`config.mk`:
```
export PLATFORM = sky130hd
export DESIGN_NAME = ibex_multdiv_issue
export DESIGN_NICKNAME = d
export VERILOG_FILES = /design/src/rtl/ibex_multdiv_issue_pkg.sv /design/src/rtl/ibex_multdiv_issue.sv
export SDC_FILE = /design/constraint.sdc
export NUM_CORES = 1
export LEC_CHECK = 0
export ABC_AREA = 1
export CORE_MARGIN = 5
export CORE_UTILIZATION = 32
export DETAILED_ROUTE_END_ITERATION = 7
export DONT_BUFFER_PORTS = 1
export GPL_ROUTABILITY_DRIVEN = 0
export PLACE_DENSITY_LB_ADDON = 0.3
export SKIP_CTS_REPAIR_TIMING = 1
export SYNTH_ARGS = -nofsm -noshare
export SYNTH_HDL_FRONTEND = slang
export SYNTH_SLANG_ARGS = --single-unit
```
`constraint.sdc`:
```
create_clock -name clk_i -period 1.4 [get_ports clk_i]
set_input_delay 0.42 -clock clk_i [delete_from_list [all_inputs] [get_ports clk_i]]
set_output_delay 0.42 -clock clk_i [all_outputs]
set_load 0.01 [all_outputs]
```
`src/rtl/ibex_multdiv_issue_pkg.sv`:
```
// Shared types for the multdiv issue controller: operator encoding, FSM states
// and the registered request bundle handed to the slow multiplier/divider.
package ibex_multdiv_issue_pkg;

  typedef enum logic [1:0] {
    MD_OP_MULL = 2'b00,
    MD_OP_MULH = 2'b01,
    MD_OP_DIV  = 2'b10,
    MD_OP_REM  = 2'b11
  } md_op_e;

  typedef enum logic [1:0] {
    IDLE  = 2'b00,
    BUSY  = 2'b01,
    DRAIN = 2'b10,
    WB    = 2'b11
  } multdiv_issue_state_e;

  typedef struct packed {
    md_op_e      op;
    logic [1:0]  signed_mode;
    logic [31:0] a;
    logic [31:0] b;
    logic [4:0]  rd;
  } md_req_t;

  localparam int unsigned MdCntW = 6;

  function automatic logic md_is_div(input md_op_e op);
    return op[1];
  endfunction

endpackage

```
`src/rtl/ibex_multdiv_issue.sv`:
```
// ID-stage requester for the multi-cycle multiplier/divider: holds operands,
// sequences the enable against the unit's valid, buffers the result for writeback.
module ibex_multdiv_issue
  import ibex_multdiv_issue_pkg::*;
#(
  parameter int unsigned MaxCycles = 40
) (
  input  logic        clk_i,
  input  logic        rst_ni,
  input  logic        req_i,
  input  logic [1:0]  operator_i,
  input  logic [1:0]  signed_mode_i,
  input  logic [31:0] rs_a_i,
  input  logic [31:0] rs_b_i,
  input  logic [4:0]  rd_addr_i,
  input  logic        flush_i,
  output logic        ready_o,
  output logic        stall_id_o,
  output logic        mult_en_o,
  output logic        div_en_o,
  output logic [1:0]  md_operator_o,
  output logic [1:0]  md_signed_mode_o,
  output logic [31:0] md_op_a_o,
  output logic [31:0] md_op_b_o,
  input  logic        md_valid_i,
  input  logic [31:0] md_result_i,
  output logic        wb_valid_o,
  output logic [4:0]  wb_addr_o,
  output logic [31:0] wb_data_o,
  input  logic        wb_ready_i,
  output logic        timeout_o
);

  localparam logic [MdCntW-1:0] CntLast = MdCntW'(MaxCycles - 1);

  multdiv_issue_state_e state_q, state_d;
  md_req_t              req_q, req_d;
  logic [31:0]          wb_data_q, wb_data_d;
  logic [MdCntW-1:0]    cnt_q, cnt_d;
  logic                 timeout_q, timeout_d;
  logic                 accept, enabled;

  assign ready_o    = ((state_q == IDLE) | ((state_q == WB) & wb_ready_i)) & ~flush_i;
  assign stall_id_o = req_i & ~ready_o;
  assign accept     = req_i & ready_o;
  // DRAIN keeps the enable up: the unit cannot be aborted, only frozen.
  assign enabled    = (state_q == BUSY) | (state_q == DRAIN);

  always_comb begin
    state_d   = state_q;
    req_d     = req_q;
    wb_data_d = wb_data_q;
    unique case (state_q)
      IDLE: ;
      BUSY: begin
        if (md_valid_i) begin
          if (flush_i) begin
            state_d = IDLE;
          end else begin
            state_d   = WB;
            wb_data_d = md_result_i;
          end
        end else if (flush_i) begin
          state_d = DRAIN;
        end
      end
      DRAIN: if (md_valid_i) state_d = IDLE;
      WB:    if (flush_i || wb_ready_i) state_d = IDLE;
      default: state_d = IDLE;
    endcase
    // Accept overrides the IDLE exit of WB so back-to-back ops have no gap.
    if (accept) begin
      state_d = BUSY;
      req_d   = '{op:          md_op_e'(operator_i),
                  signed_mode: signed_mode_i,
                  a:           rs_a_i,
                  b:           rs_b_i,
                  rd:          rd_addr_i};
    end
  end

  always_comb begin
    cnt_d = cnt_q;
    if (accept) begin
      cnt_d = '0;
    end else if (enabled && (cnt_q != '1)) begin
      cnt_d = cnt_q + 1'b1;
    end
    timeout_d = timeout_q | (enabled & (cnt_q >= CntLast));
  end

  always_ff @(posedge clk_i or negedge rst_ni) begin
    if (!rst_ni) begin
      state_q   <= IDLE;
      req_q     <= '0;
      wb_data_q <= '0;
      cnt_q     <= '0;
      timeout_q <= 1'b0;
    end else begin
      state_q   <= state_d;
      req_q     <= req_d;
      wb_data_q <= wb_data_d;
      cnt_q     <= cnt_d;
      timeout_q <= timeout_d;
    end
  end

  assign mult_en_o        = enabled & ~md_is_div(req_q.op);
  assign div_en_o         = enabled &  md_is_div(req_q.op);
  assign md_operator_o    = req_q.op;
  assign md_signed_mode_o = req_q.signed_mode;
  assign md_op_a_o        = req_q.a;
  assign md_op_b_o        = req_q.b;
  assign wb_valid_o       = (state_q == WB);
  assign wb_addr_o        = req_q.rd;
  assign wb_data_o        = wb_data_q;
  assign timeout_o        = timeout_q;

endmodule
```
==> flow_summary_export.csv, run 1 <==
group,metric,value,unit
place,numPlacedInstances,640,
die,start_util,0.329,
worst_setup_path,crit_type,"reg -> out",
logic_synthesis,synth_compound_area_frac,0.00843,
pwr,power,0.0152,W
sta,relSlewSlack,0.804,
worst_setup_path,worstPathRequired,0.98,ns
worst_setup_path,cp-end-kind,"output port",
pwr,p_leak,3.14,nW
global_routing,globalRouteTotalUtil,0.128,
route,drt_iter0_markers,121,
pwr,power.density,2450,nW/um2
die,io_pins,222,
pwr,ir_drop,956,uV
clock_network,clk_latency,0.41,ns
logic_synthesis,synthAdderAreaFrac,0.0136,
clock_network,numCtsBuffers,17,
sta,timing.hold.ws,-0.290,ns
worst_setup_path,crit_fanout,5,
logic_synthesis,synth.avg_cell_area,9.88,um2
cells_and_area,antennaDiodeCount,0,
die,num_rows,43,
sta,finalHoldViolCount,114,
sta,worstMarginPinSlew,0.294,ns
logic_synthesis,synth_top_family_by_area,"simple AND/OR/NAND/NOR gates",
route,wl_per_cell,18.7,um
logic_synthesis,synth_edf_count,0,
pwr,pwr-share-clk,0.292,
sta,fin_worst_skew,0.00679,ns
worst_setup_path,cp-start-kind,"register",
logic_synthesis,synth-simple-area-share,0.230,
die,core_area,14000,um2
cells_and_area,final_cells,701,
clock_network,h-tree-depth,4,
cells_and_area,nets,624,
logic_synthesis,ys_ff_latch,114,
worst_setup_path,worstPathArrival,1.36,ns
route,drtPass1Iterations,4,
logic_synthesis,ys.flop_type,"dfrtp_1",
pwr,comb_power_share,0.262,
cells_and_area,drive_above_1_share,0.305,
clock_network,cts_root_buf,"clkbuf_16",
logic_synthesis,synth.yosys.warnings,0,
die,die_w,130,um
clock_network,cts_tree,"done",
worst_hold_path,hp-class,"in -> async",
pwr,seqPwrFrac,0.446,
logic_synthesis,synthCells,466,
sta,finalSetupViolCount,118,
logic_synthesis,yosysTopAreaCell,"dfrtp_1",
die,die-area,16900,um2
logic_synthesis,ys_seq_area_frac,0.620,
global_routing,grt_overflow_total,0,
route,ant_nets,0,
route,viasPerCell,4.73,
clock_network,clockBufferDepth,2,
place,io_buffers,0,
logic_synthesis,synth_most_common_cell,"nand2_1",
global_routing,first_global_vias,3252,
die,die_h,130,um
global_routing,antenna_found_initial,0,
sta,slew_violations,0,
logic_synthesis,synth_top_area_share,0.620,
logic_synthesis,netlist_top_cells_area,"dfrtp_1, nand2_1, mux2_2, buf_6, ha_1",
clock_network,clkTransAtPathRegs,0.05,ns
pwr,swShare,0.350,
status,outcome,"complete, but fails checks",
sta,timing.final.crit_share,1.27,
cells_and_area,syn_to_final_growth,34.7,%
cells_and_area,fin_util,0.443,
global_routing,grt_pass1_wl,16700,um
route,routed_wl,13100,um
sta,max_freq,561,MHz
pwr,power.switching,0.00531,W
status,failed_checks,"hold timing, setup timing",
cells_and_area,nFillCells,1303,
logic_synthesis,synth.mux.area_fraction,0.0783,
logic_synthesis,synth_commonest_cells,"nand2_1, dfrtp_1, mux2_2, inv_1",
sta,rsz0062_at_grt,"yes",
logic_synthesis,synthArstFlopShare,1.00,
route,drcViolationCount,0,
logic_synthesis,synth.distinct_cells,21,
clock_network,cts_sinks,114,
pwr,p_int,0.00985,W
sta,setup_slack,-0.382,ns
route,vias,3319,
logic_synthesis,syn_area,4600,um2
sta,fin_crit,1.78,ns
global_routing,grt_start_max_net_pins,115,
job,drv_cap,0,
logic_synthesis,synth_xor_area_frac,0.00190,
logic_synthesis,syn_nets,582,
place,hpwl,7980,um
## layout make-up
type,instances,area [um2],share of cell area
sequential,114,2860,0.461
tap,180,225,0.0363
clock inverter,9,128,0.0206
multi-input combinational,316,1740,0.280
inverter,16,80.1,0.0129
timing repair buffer,42,674,0.109
timing repair inverter,1,11.3,0.00182
clock buffer,23,488,0.0787
## state kept, by name, summed over array words and instances, names as in the netlist
| name | flops |
|---|---|
| md_operator_o | 2 |
| cnt_q | 6 |
| md_op_b_o | 32 |
| md_signed_mode_o | 2 |
| wb_addr_o | 5 |
| timeout_o | 1 |
| state_q | 2 |
| md_op_a_o | 32 |
| wb_data_o | 32 |
## through the flow
| stage | setup TNS, ns | cell area [um2] | setup WS (ns) |
|---|---|---|---|
| 5_1_grt | -34.60 | 6200 | -0.428 |
| 6_report | -27.71 | 6200 | -0.382 |
| 2_1_floorplan | -0.0197 | 4640 | -0.00987 |
| 4_1_cts | -14.80 | 5510 | -0.549 |
| 3_3_place_gp | -7.33 | 4890 | -0.0882 |
| 3_5_place_dp | -12.07 | 4890 | -0.130 |
## routing by layer
| metal | vias to the layer above | wire length (um) | GRT usage |
|---|---|---|---|
| met2 | 176 | 6250 | 0.199 |
| met5 | - | 0 | 0 |
| met1 | 1582 | 5070 | 0.148 |
| met3 | 19 | 1550 | 0.0610 |
| li1 | 1542 | - | - |
| met4 | 0 | 242 | 0.0648 |
## power by group through the flow
stage | Clock [W] | Combinational, W | Sequential [W]
final | 0.00442 | 0.00398 | 0.00676
after global routing | 0.00471 | 0.00449 | 0.00696
after CTS | 0.00455 | 0.00286 | 0.00679
after detailed placement | 0 | 0.00288 | 0.00680
after global placement | 0 | 0.00272 | 0.00678
after floorplan | 0 | 0.00228 | 0.00636
## worst max-delay path, cell delays in order, from the launching register on
cell and delay (ns):
dfrtp_2 0.41, inv_2 0.07, ha_4 0.32, inv_4 0.04, nor2_4 0.11
## logic make-up (layout without fill, tap and decap cells)
kind of cell	Yosys count	count (layout)
and+or+nand+nor	272	272
DFF	114	114
buffers and inverters	36	91
muxes	32	32
AOI/OAI and AO/OA	6	6
adders and majority gates	5	5
xor gates and xnor gates	1	1
## worst paths after layout
check,startpoint,endpoint,slack (ns),depth (start not counted)
setup / recovery,state_q[1],mult_en_o,-0.38,4
hold / removal,rst_ni,md_op_b_o[21],-0.29,0
setup reg to reg,state_q[1],md_operator_o[1],-0.27,11
hold reg to reg,cnt_q[1],cnt_q[1],0.53,2
max in group asynchronous,rst_ni,md_op_b_o[24],1.53,0
min in group clk_i,rs_a_i[31],md_op_a_o[31],0.12,2
## placed cells by master, fill, tap and decap left out, types with 2 or more instances in the layout
cell type	netlist	final
nand2_1	246	219
dfrtp_1	114	112
mux2_2	30	30
clkbuf_16	0	28
nand2_2	0	22
buf_12	0	9
buf_6	10	9
buf_4	0	9
inv_1	14	8
nor2_1	9	6
nand2_4	0	5
nand3_2	2	5
inv_2	2	4
nand3_1	10	4
clkbuf_8	0	4
inv_4	0	3
nand3_4	0	3
o21ai_2	1	3
nand4_1	3	3
ha_1	5	3
clkinvlp_4	0	3
clkinv_2	0	3
bufinv_16	0	3
buf_8	0	3
nor2_4	0	2
mux2_1	2	2
ha_4	0	2
clkbuf_1	0	2
dfrtp_2	0	2
Note: power is estimated with default switching activity, not from simulation.
==> run 2: changes to the inputs <==
Settings changed: SETUP_SLACK_MARGIN from default to 0.5.
==> flow_summary_export.csv, run 2 (synthesized netlist as in run 1, its figures left out) <==
group,metric,value,unit
worst_setup_path,crit_type,"reg -> out",
status,outcome,"complete, but fails checks",
pwr,comb_power_share,0.249,
place,io_buffers,0,
clock_network,cts_sinks,114,
pwr,swShare,0.366,
cells_and_area,fin_util,0.421,
worst_setup_path,rr_startpoint,"state_q[0]",
worst_setup_path,rr_worst_depth,9,
die,num_rows,43,
cells_and_area,mostFrequentLayoutCells,"nand2_1, dfrtp_1, mux2_2",
place,placed_cell_area,4890,um2
worst_setup_path,worstPathRequired,0.98,ns
job,drv_cap,0,
global_routing,grt_start_max_net_pins,115,
sta,worstMarginPinSlew,0.283,ns
cells_and_area,seq_area,2870,um2
clock_network,clockBufferDepth,2,
sta,rsz0062_at_grt,"yes",
route,routed_wl,13500,um
sta,fin_worst_skew,0.00963,ns
global_routing,antenna_found_initial,0,
cells_and_area,design_area,5900,um2
sta,timing.final.crit_share,1.27,
sta,finalSetupViolCount,118,
route,drtPass1Iterations,4,
cells_and_area,syn_to_final_growth,28.1,%
pwr,pwr-share-clk,0.283,
cells_and_area,antennaDiodeCount,0,
die,io_pins,222,
route,drcViolationCount,0,
die,core_area,14000,um2
global_routing,globalRouteTotalUtil,0.137,
worst_setup_path,worstPathArrival,1.36,ns
cells_and_area,nFillCells,1341,
sta,relSlewSlack,0.811,
global_routing,first_global_vias,3337,
worst_hold_path,hp-class,"in -> async",
place,hpwl,8580,um
pwr,p_leak,2.96,nW
sta,max_freq,560,MHz
cells_and_area,final_common_cell,"nand2_1",
pwr,p_int,0.00923,W
die,start_util,0.329,
worst_setup_path,r2r-end,"md_op_a_o[25]",
worst_setup_path,ff2ff_setup_slack,-0.25,ns
sta,fin_crit,1.78,ns
die,die_w,130,um
cells_and_area,drive_above_1_share,0.275,
route,vias,3308,
pwr,ir_drop,840,uV
cells_and_area,multiInputGateArea,1700,um2
sta,finalHoldViolCount,114,
clock_network,cts_tree,"done",
clock_network,h-tree-depth,4,
sta,timing.hold.ws,-0.292,ns
sta,tns,-21.53,ns
worst_setup_path,cp-end-kind,"output port",
global_routing,grt_pass1_wl,17500,um
clock_network,clkTransAtPathRegs,0.05,ns
sta,setup_slack,-0.384,ns
worst_setup_path,cp-start-kind,"register",
die,die_h,130,um
status,failed_checks,"hold timing, setup timing",
clock_network,numCtsBuffers,17,
route,drt_iter0_markers,92,
die,die-area,16900,um2
sta,slew_violations,0,
worst_setup_path,crit_fanout,4,
clock_network,cts_root_buf,"clkbuf_16",
route,wl_per_cell,19.6,um
pwr,power.density,2470,nW/um2
pwr,seqPwrFrac,0.468,
route,ant_nets,0,
cells_and_area,nets,610,
global_routing,grt_overflow_total,0,
clock_network,clk_latency,0.41,ns
pwr,power.switching,0.00532,W
route,viasPerCell,4.82,
[run 2: cell types whose count changed in the layout (fill, tap and decap cells not counted), moves of 5 or more]
cell / delta
buf_6: -5
nand2_2: -11
nand2_1: +14
dfrtp_2: +8
buf_12: -5
dfrtp_1: -8
[run 2: per-layer routing]
layer  GRT usage  routed length [um]  vias up
li1            -                   -     1516
met1       0.152                5070     1590
met2       0.224                6590      188
met3      0.0622                1570       14
met4      0.0672                 242        0
met5           0                   0        -
[run 2: stage by stage]
stage | instances | power [W] | hold slack (ns) | setup WS [ns]
after global routing | 686 | 0.0155 | -0.322 | -0.450
after global placement | 637 | 0.00962 | 0.127 | -0.0877
after CTS | 668 | 0.0140 | -0.316 | -0.549
final | 686 | 0.0146 | -0.292 | -0.384
after floorplan | 466 | 0.00883 | 0.124 | 0.00212
after detailed placement | 637 | 0.00983 | 0.128 | -0.160
[run 2: layout make-up]
type / instances / share of cell area
Clock inverter: 14 / 0.0242
Sequential cell: 114 / 0.486
Timing Repair inverter: 1 / 0.00149
Clock buffer: 17 / 0.0722
Timing Repair Buffer: 27 / 0.0772
Multi-Input combinational cell: 317 / 0.288
Tap cell: 180 / 0.0382
Inverter: 16 / 0.0127
[run 2: worst max path at each step]
stage                    start            end  slack [ns]  depth (start not counted)
global placement    state_q[0]     stall_id_o       -0.09                          7
detailed placement  state_q[0]  md_op_b_o[21]       -0.16                          9
CTS                 state_q[0]     stall_id_o       -0.55                          7
finish              state_q[0]     stall_id_o       -0.38                          6
global route        state_q[0]     stall_id_o       -0.45                          7
floorplan           state_q[1]     stall_id_o       0.002                          6
[run 2: worst max-delay path, cell delays in order, from the launching register on]
cell and delay [ns]:
dfrtp_2 0.44, ha_4 0.17, nand2_1 0.07, nand2_2 0.06
nand2_2 0.08, inv_4 0.05, nor2_4 0.10
[run 2: power groups by stage]
stage / Combinational (W) / Sequential [W] / Clock, W
finish: 0.00362 / 0.00682 / 0.00412
global route: 0.00408 / 0.00702 / 0.00439
CTS: 0.00296 / 0.00684 / 0.00424
detailed placement: 0.00297 / 0.00686 / 0
global placement: 0.00278 / 0.00684 / 0
floorplan: 0.00247 / 0.00637 / 0
==> run 3: changes to the inputs <==
Settings changed: HOLD_SLACK_MARGIN from default to 0.06, RECOVER_POWER from default to 25.
==> results of run 3 <==
No change in the layout: final DEF, timing and power equal those of run 2.
